--- src/rtl/mips_muldiv_pkg.sv ---
// Shared definitions for the iterative HI/LO multiply/divide unit: op codes,
// FSM states and the iteration counter width.
package mips_muldiv_pkg;

  typedef enum logic [2:0] {
    OP_MULT  = 3'b000,
    OP_MULTU = 3'b001,
    OP_DIV   = 3'b010,
    OP_DIVU  = 3'b011,
    OP_MTHI  = 3'b100,
    OP_MTLO  = 3'b101
  } op_e;

  typedef enum logic [1:0] {
    ST_IDLE = 2'd0,
    ST_CALC = 2'd1,
    ST_FIN  = 2'd2
  } state_e;

  function automatic int cnt_w(input int width);
    return $clog2(width);
  endfunction

endpackage

--- src/rtl/mips_muldiv_step.sv ---
// One combinational iteration: shift-add multiply step, or (with
// MIPS_MULDIV_DIV_EN) one restoring subtract-shift divide step.
module mips_muldiv_step #(
  parameter int WIDTH = 32
) (
`ifdef MIPS_MULDIV_DIV_EN
  input  logic             i_div,
`endif
  input  logic [WIDTH-1:0] i_acc,
  input  logic [WIDTH-1:0] i_q,
  input  logic [WIDTH-1:0] i_opnd,
  output logic [WIDTH-1:0] o_acc,
  output logic [WIDTH-1:0] o_q
);

  logic [WIDTH:0] w_sum;

  // Multiplier bits retire out of i_q LSB-first while product bits shift in at the top.
  assign w_sum = {1'b0, i_acc} + (i_q[0] ? {1'b0, i_opnd} : '0);

`ifdef MIPS_MULDIV_DIV_EN
  logic [WIDTH:0] w_sh;
  logic [WIDTH:0] w_diff;

  assign w_sh   = {i_acc, i_q[WIDTH-1]};
  assign w_diff = w_sh - {1'b0, i_opnd};

  always_comb begin
    o_acc = w_sum[WIDTH:1];
    o_q   = {w_sum[0], i_q[WIDTH-1:1]};
    if (i_div) begin
      if (!w_diff[WIDTH]) begin
        o_acc = w_diff[WIDTH-1:0];
        o_q   = {i_q[WIDTH-2:0], 1'b1};
      end else begin
        o_acc = w_sh[WIDTH-1:0];
        o_q   = {i_q[WIDTH-2:0], 1'b0};
      end
    end
  end
`else
  assign o_acc = w_sum[WIDTH:1];
  assign o_q   = {w_sum[0], i_q[WIDTH-1:1]};
`endif

endmodule

--- src/rtl/mips_muldiv.sv ---
// MIPS HI/LO multiply/divide unit, one bit per cycle on unsigned magnitudes.
// DIV/DIVU are only present when MIPS_MULDIV_DIV_EN is defined.
module mips_muldiv
  import mips_muldiv_pkg::*;
#(
  parameter int WIDTH = 32
) (
  input  logic             clk,
  input  logic             reset,
  input  logic             start,
  input  logic [2:0]       op,
  input  logic [WIDTH-1:0] a,
  input  logic [WIDTH-1:0] b,
  output logic             busy,
  output logic             done,
  output logic [WIDTH-1:0] hi,
  output logic [WIDTH-1:0] lo
);

  localparam int CW = cnt_w(WIDTH);

  state_e           r_state, w_state_nxt;
  logic [CW-1:0]    r_cnt;
  logic [WIDTH-1:0] r_acc, r_q, r_opnd, r_hi, r_lo;
  logic [WIDTH-1:0] w_acc_nxt, w_q_nxt, w_abs_a, w_abs_b, w_hi_res, w_lo_res;
  logic [2*WIDTH-1:0] w_prod, w_prod_fix;
  logic             r_neg, r_done;
  logic             w_iter, w_signed, w_sa, w_sb, w_start;

`ifdef MIPS_MULDIV_DIV_EN
  logic r_div, r_neg_r, r_dz, w_is_div;
  assign w_is_div = (op == OP_DIV) || (op == OP_DIVU);
  assign w_iter   = (op == OP_MULT) || (op == OP_MULTU) || w_is_div;
`else
  assign w_iter   = (op == OP_MULT) || (op == OP_MULTU);
`endif

  assign w_signed = (op == OP_MULT) || (op == OP_DIV);
  assign w_sa     = w_signed & a[WIDTH-1];
  assign w_sb     = w_signed & b[WIDTH-1];
  assign w_abs_a  = w_sa ? -a : a;
  assign w_abs_b  = w_sb ? -b : b;
  assign w_start  = (r_state == ST_IDLE) && start && w_iter;

  assign busy = (r_state != ST_IDLE);
  assign done = r_done;
  assign hi   = r_hi;
  assign lo   = r_lo;

  mips_muldiv_step #(.WIDTH(WIDTH)) u_step (
`ifdef MIPS_MULDIV_DIV_EN
    .i_div  (r_div),
`endif
    .i_acc  (r_acc),
    .i_q    (r_q),
    .i_opnd (r_opnd),
    .o_acc  (w_acc_nxt),
    .o_q    (w_q_nxt)
  );

  always_comb begin
    w_state_nxt = r_state;
    case (r_state)
      ST_IDLE: if (w_start) w_state_nxt = ST_CALC;
      ST_CALC: if (r_cnt == '0) w_state_nxt = ST_FIN;
      ST_FIN:  w_state_nxt = ST_IDLE;
      default: w_state_nxt = ST_IDLE;
    endcase
  end

  // Sign correction on the magnitude result; divide-by-zero forces LO to all ones.
  always_comb begin
    w_prod     = {r_acc, r_q};
    w_prod_fix = r_neg ? -w_prod : w_prod;
    w_hi_res   = w_prod_fix[2*WIDTH-1:WIDTH];
    w_lo_res   = w_prod_fix[WIDTH-1:0];
`ifdef MIPS_MULDIV_DIV_EN
    if (r_div) begin
      w_hi_res = r_neg_r ? -r_acc : r_acc;
      w_lo_res = r_dz ? '1 : (r_neg ? -r_q : r_q);
    end
`endif
  end

  always_ff @(posedge clk or negedge reset) begin
    if (!reset) r_state <= ST_IDLE;
    else        r_state <= w_state_nxt;
  end

  always_ff @(posedge clk or negedge reset) begin
    if (!reset) begin
      r_cnt  <= '0;
      r_acc  <= '0;
      r_q    <= '0;
      r_opnd <= '0;
      r_hi   <= '0;
      r_lo   <= '0;
      r_neg  <= 1'b0;
      r_done <= 1'b0;
`ifdef MIPS_MULDIV_DIV_EN
      r_div   <= 1'b0;
      r_neg_r <= 1'b0;
      r_dz    <= 1'b0;
`endif
    end else begin
      r_done <= 1'b0;
      case (r_state)
        ST_IDLE: begin
          if (w_start) begin
            r_cnt  <= CW'(WIDTH - 1);
            r_acc  <= '0;
            r_q    <= w_abs_a;
            r_opnd <= w_abs_b;
            r_neg  <= w_sa ^ w_sb;
`ifdef MIPS_MULDIV_DIV_EN
            r_div   <= w_is_div;
            r_neg_r <= w_sa;
            r_dz    <= (b == '0);
`endif
          end else if (start && op == OP_MTHI) begin
            r_hi <= a;
          end else if (start && op == OP_MTLO) begin
            r_lo <= a;
          end
        end
        ST_CALC: begin
          r_acc <= w_acc_nxt;
          r_q   <= w_q_nxt;
          if (r_cnt != '0) r_cnt <= r_cnt - CW'(1);
        end
        ST_FIN: begin
          r_hi   <= w_hi_res;
          r_lo   <= w_lo_res;
          r_done <= 1'b1;
        end
        default: ;
      endcase
    end
  end

endmodule

--- config.mk ---
export PLATFORM = sky130hd
export DESIGN_NAME = mips_muldiv
export DESIGN_NICKNAME = d
export VERILOG_FILES = /design/src/rtl/mips_muldiv_pkg.sv /design/src/rtl/mips_muldiv_step.sv /design/src/rtl/mips_muldiv.sv
export SDC_FILE = /design/constraint.sdc
export NUM_CORES = 1
export LEC_CHECK = 0
export CAP_MARGIN = 20
export CORE_MARGIN = 4
export CORE_UTILIZATION = 30
export DETAILED_ROUTE_END_ITERATION = 12
export GPL_TIMING_DRIVEN = 0
export PLACE_DENSITY = 0.48
export SYNTH_ARGS = -nofsm -noshare
export SYNTH_HDL_FRONTEND = slang
export SYNTH_SLANG_ARGS = --single-unit
--- constraint.sdc ---
create_clock -name clk -period 7.9 [get_ports clk]
set_input_delay 1.58 -clock clk [delete_from_list [all_inputs] [get_ports clk]]
set_output_delay 1.58 -clock clk [all_outputs]
set_load 0.1 [all_outputs]
==> key figures <==
Run status
  • Outcome: complete, no violations

Worst setup path
  • CP Launch Point: r_q[0]
  • Worst reg2reg path depth: 13
  • Reg2Reg Launch Point: r_q[0]
  • Worst-path cell chain: clkbuf_1 > and2_1 > ha_1 > inv_1 > fa_1 > nor2b_1 > o21bai_1 > a21boi_0 > o2111ai_1 > a2111oi_0 > o21ai_0 > mux2i_1 > nand2_1
  • Worst setup SP type: register
  • Crit path largest cell delay: 0.89 ns
  • CP endpoint kind: register
  • Reg2Reg Setup Slack: 3.49 ns
  • Crit path depth: 13
  • Crit path max-delay family: compound AO/OA/AOI/OAI gates
  • Worst-path fanout max: 10
  • Critical-path top delay cell: a2111oi_0
  • CP required: 8.23 ns
  • RR Endpoint: r_acc[25]
  • CP Capture Point: r_acc[25]
  • Worst Path Buf+Inv: 2
  • Critical path class: reg2reg
  • Worst Path Arrival: 4.74 ns

Power and ir drop
  • Tot Pwr: 5880 uW
  • Pwr dens: 419 nW/um2
  • Leakage power: 0.00565 uW
  • Peak VDD IR: 0.000145 V

STA
  • Final min period: 4.41 ns
  • Final worst path period share: 55.8%
  • Worst slew margin: 33.3%
  • Skew final: 0.0162 ns
  • Fin. Hold Viols: 0
  • Sum Neg Setup Slack: 0 ns
  • RSZ-0062 raised after global routing: no
  • Hold_ws: 0.469 ns
  • Fmax: 227 MHz
  • Final setup violation count: 0
  • Fin worst setup slack: 3.49 ns
  • Tightest Pin Transition: 0.997 ns
  • Max Slew Vio Count: 0

Synth
  • Cell taking the most area after synthesis: dfrtp_1
  • Seq/Total Area, Yosys: 37.2%
  • Synthesized flop and latch total: 169
  • Net Count, Synth: 1,462
  • Post-synth EDFFs: 0
  • Most frequent cell after synthesis: o21ai_0
  • Warnings from Yosys: 0
  • Most instantiated cells after synthesis: o21ai_0, dfrtp_1, nand2_1
  • Post-Syn Instances: 1,354
  • Asr flop ratio synth: 100%
  • Unique masters post-synth: 65
  • Top cells by area, synth: dfrtp_1, o21ai_0, xor2_1, nand2_1, xnor2_1
  • Mean Syn Cell Area: 8.39 um2
  • Mapped cell area: 11,400 um2
  • Main synth FF type: dfrtp_1
  • Post-synth top area share: 37.2%

GRT
  • Gr ovfl total: 0
  • Initial antenna violation count: 0
  • Largest net degree at the start of global routing: 90
  • Overall routing resource usage: 21.3%
  • Vias in the first global route: 10.9k
  • First-pass GRT wire length: 67.2 mm

Route
  • Final antenna-violating net count: 0
  • Routed via count: 10.9k
  • Drt pass-1 iters: 6
  • # DRC: 0
  • WL/cell: 21.6 um
  • DR vias/cell: 5.34
  • Final WL: 44.0 mm
  • First-iteration detailed-routing DRC count: 819

Placement
  • Buffers on Ports: 134
  • Post-detail-place hpwl: 34.5 mm
  • Pre-CTS setup slack: 3.15 ns
  • Post-Place Cells: 2,005
  • GPL Wtd Cong: 0.916

Die
  • Die Height: 203 um
  • Die area: 41,000 um2
  • Initial Util: 30.3%
  • Core area: 37,500 um2
  • Chip width: 203 um
  • Num rows: 71
  • Io pins: 136

CTS
  • Post-CTS Repair Setup Buffers: 0
  • # clock sinks: 169
  • CTS buffer count: 17
  • CTS tree: built
  • Clock Latency Late Sink: 0.45 ns
  • CTS clk-pin slew, worst paths: 0.07 ns
  • Hold_buf cts: 0
  • Cts repair resizes: 0
  • Clock Path Buffers: 2
  • CTS root buf: clkbuf_16
  • Htree depth: 4

Cells and area
  • Area grow syn2layout: 23.7%
  • Final cell count without fillers: 2,037
  • Final #Nets: 1,621
  • Layout cells sized above 1: 4.13%
  • Ant diodes: 0

Hold path
  • Hold path depth: 2
  • Worst Hold Class: reg2reg

Run
  • Max cap viols: 0
[sequential cells by signal (all words and copies together), names as in the netlist]
signal   count
hi          32
lo          32
r_acc       32
r_opnd      32
r_q         32
r_cnt        5
r_state      2
done         1
r_neg        1
[worst register-to-register path, stage by stage, from the launching register on]
cell and delay [ns]:
dfrtp_1 0.58, clkbuf_1 0.49, and2_1 0.25, ha_1 0.18, inv_1 0.06, fa_1 0.39, nor2b_1 0.16, o21bai_1 0.07
a21boi_0 0.42, o2111ai_1 0.28, a2111oi_0 0.89, o21ai_0 0.26, mux2i_1 0.21, nand2_1 0.06
[final cells by class]
type                            count  area (um2)
Buffer                             74         278
Inverter                           20        75.1
Fill cell                        3972       23400
Multi-Input combinational cell   1091        6780
Timing Repair Buffer              140        1410
Sequential cell                   169        4230
Tap cell                          511         639
Clock inverter                     10         165
Clock buffer                       22         474
[routing by layer]
metal	global-route usage, %	vias up	part of all wire [%]
met2	35.5	361	47
met3	3.08	63	5.0
met4	7.06	0	3.0
met5	0	-	0
li1	-	5247	-
met1	28.5	5204	45
[power breakdown]
part           internal (uW)  switching [uW]  total [uW]  leakage (uW)
combinational            950            2310        3260       0.00323
clock                    556             371         927      0.000303
sequential              1250             448        1690       0.00211
[stage by stage]
step	area, um2	util [%]
after floorplan	11400	-
after global placement	13300	35.6
after detailed placement	13400	35.8
after CTS	14000	37.5
after global routing	14000	37.5
final	14000	37.5
[cells by family after synthesis]
| logic type | Yosys count | share of synthesized area (%) |
|---|---|---|
| AND/OR/NAND/NOR | 463 | 20.0 |
| AO/OA/AOI/OAI | 445 | 24.1 |
| flip-flops | 169 | 37.2 |
| XOR/XNOR | 136 | 10.5 |
| buffers and inverters | 94 | 3.11 |
| adder cells (fa/ha/maj) | 38 | 4.25 |
| multiplexers | 9 | 0.793 |
[layout by cell type, fill, tap and decap left out, drive strengths merged, types with 5 or more instances in the layout]
cell	Yosys	layout
xnor2	64	64
or4	16	16
a31oi	8	8
nor2b	11	11
nor4	15	15
a22o	7	7
or2	10	10
a21oi	96	96
or3	19	19
a21o	19	19
ha	37	37
a222oi	5	5
o41ai	13	13
nand4	9	9
nand2	167	167
mux2i	9	9
o22ai	8	8
xor2	72	72
nand2b	14	14
inv	20	21
o21bai	6	6
and3	8	8
clkbuf	68	90
and2	37	37
o221ai	8	8
nor2	94	94
nand3	22	22
a22oi	40	40
clkdlybuf4s50	0	133
o31ai	27	27
buf	6	13
dfrtp	169	169
o21ai	174	174
nor3	26	26
[how the worst min path moves through the flow]
stage                          start          to
after floorplan           r_opnd[31]  r_opnd[31]
after global placement    r_opnd[25]  r_opnd[25]
after detailed placement  r_opnd[25]  r_opnd[25]
after CTS                  r_opnd[5]   r_opnd[5]
after global routing      r_opnd[12]  r_opnd[12]
final                      r_opnd[5]   r_opnd[5]
Note: power is estimated with default switching activity, not from simulation.
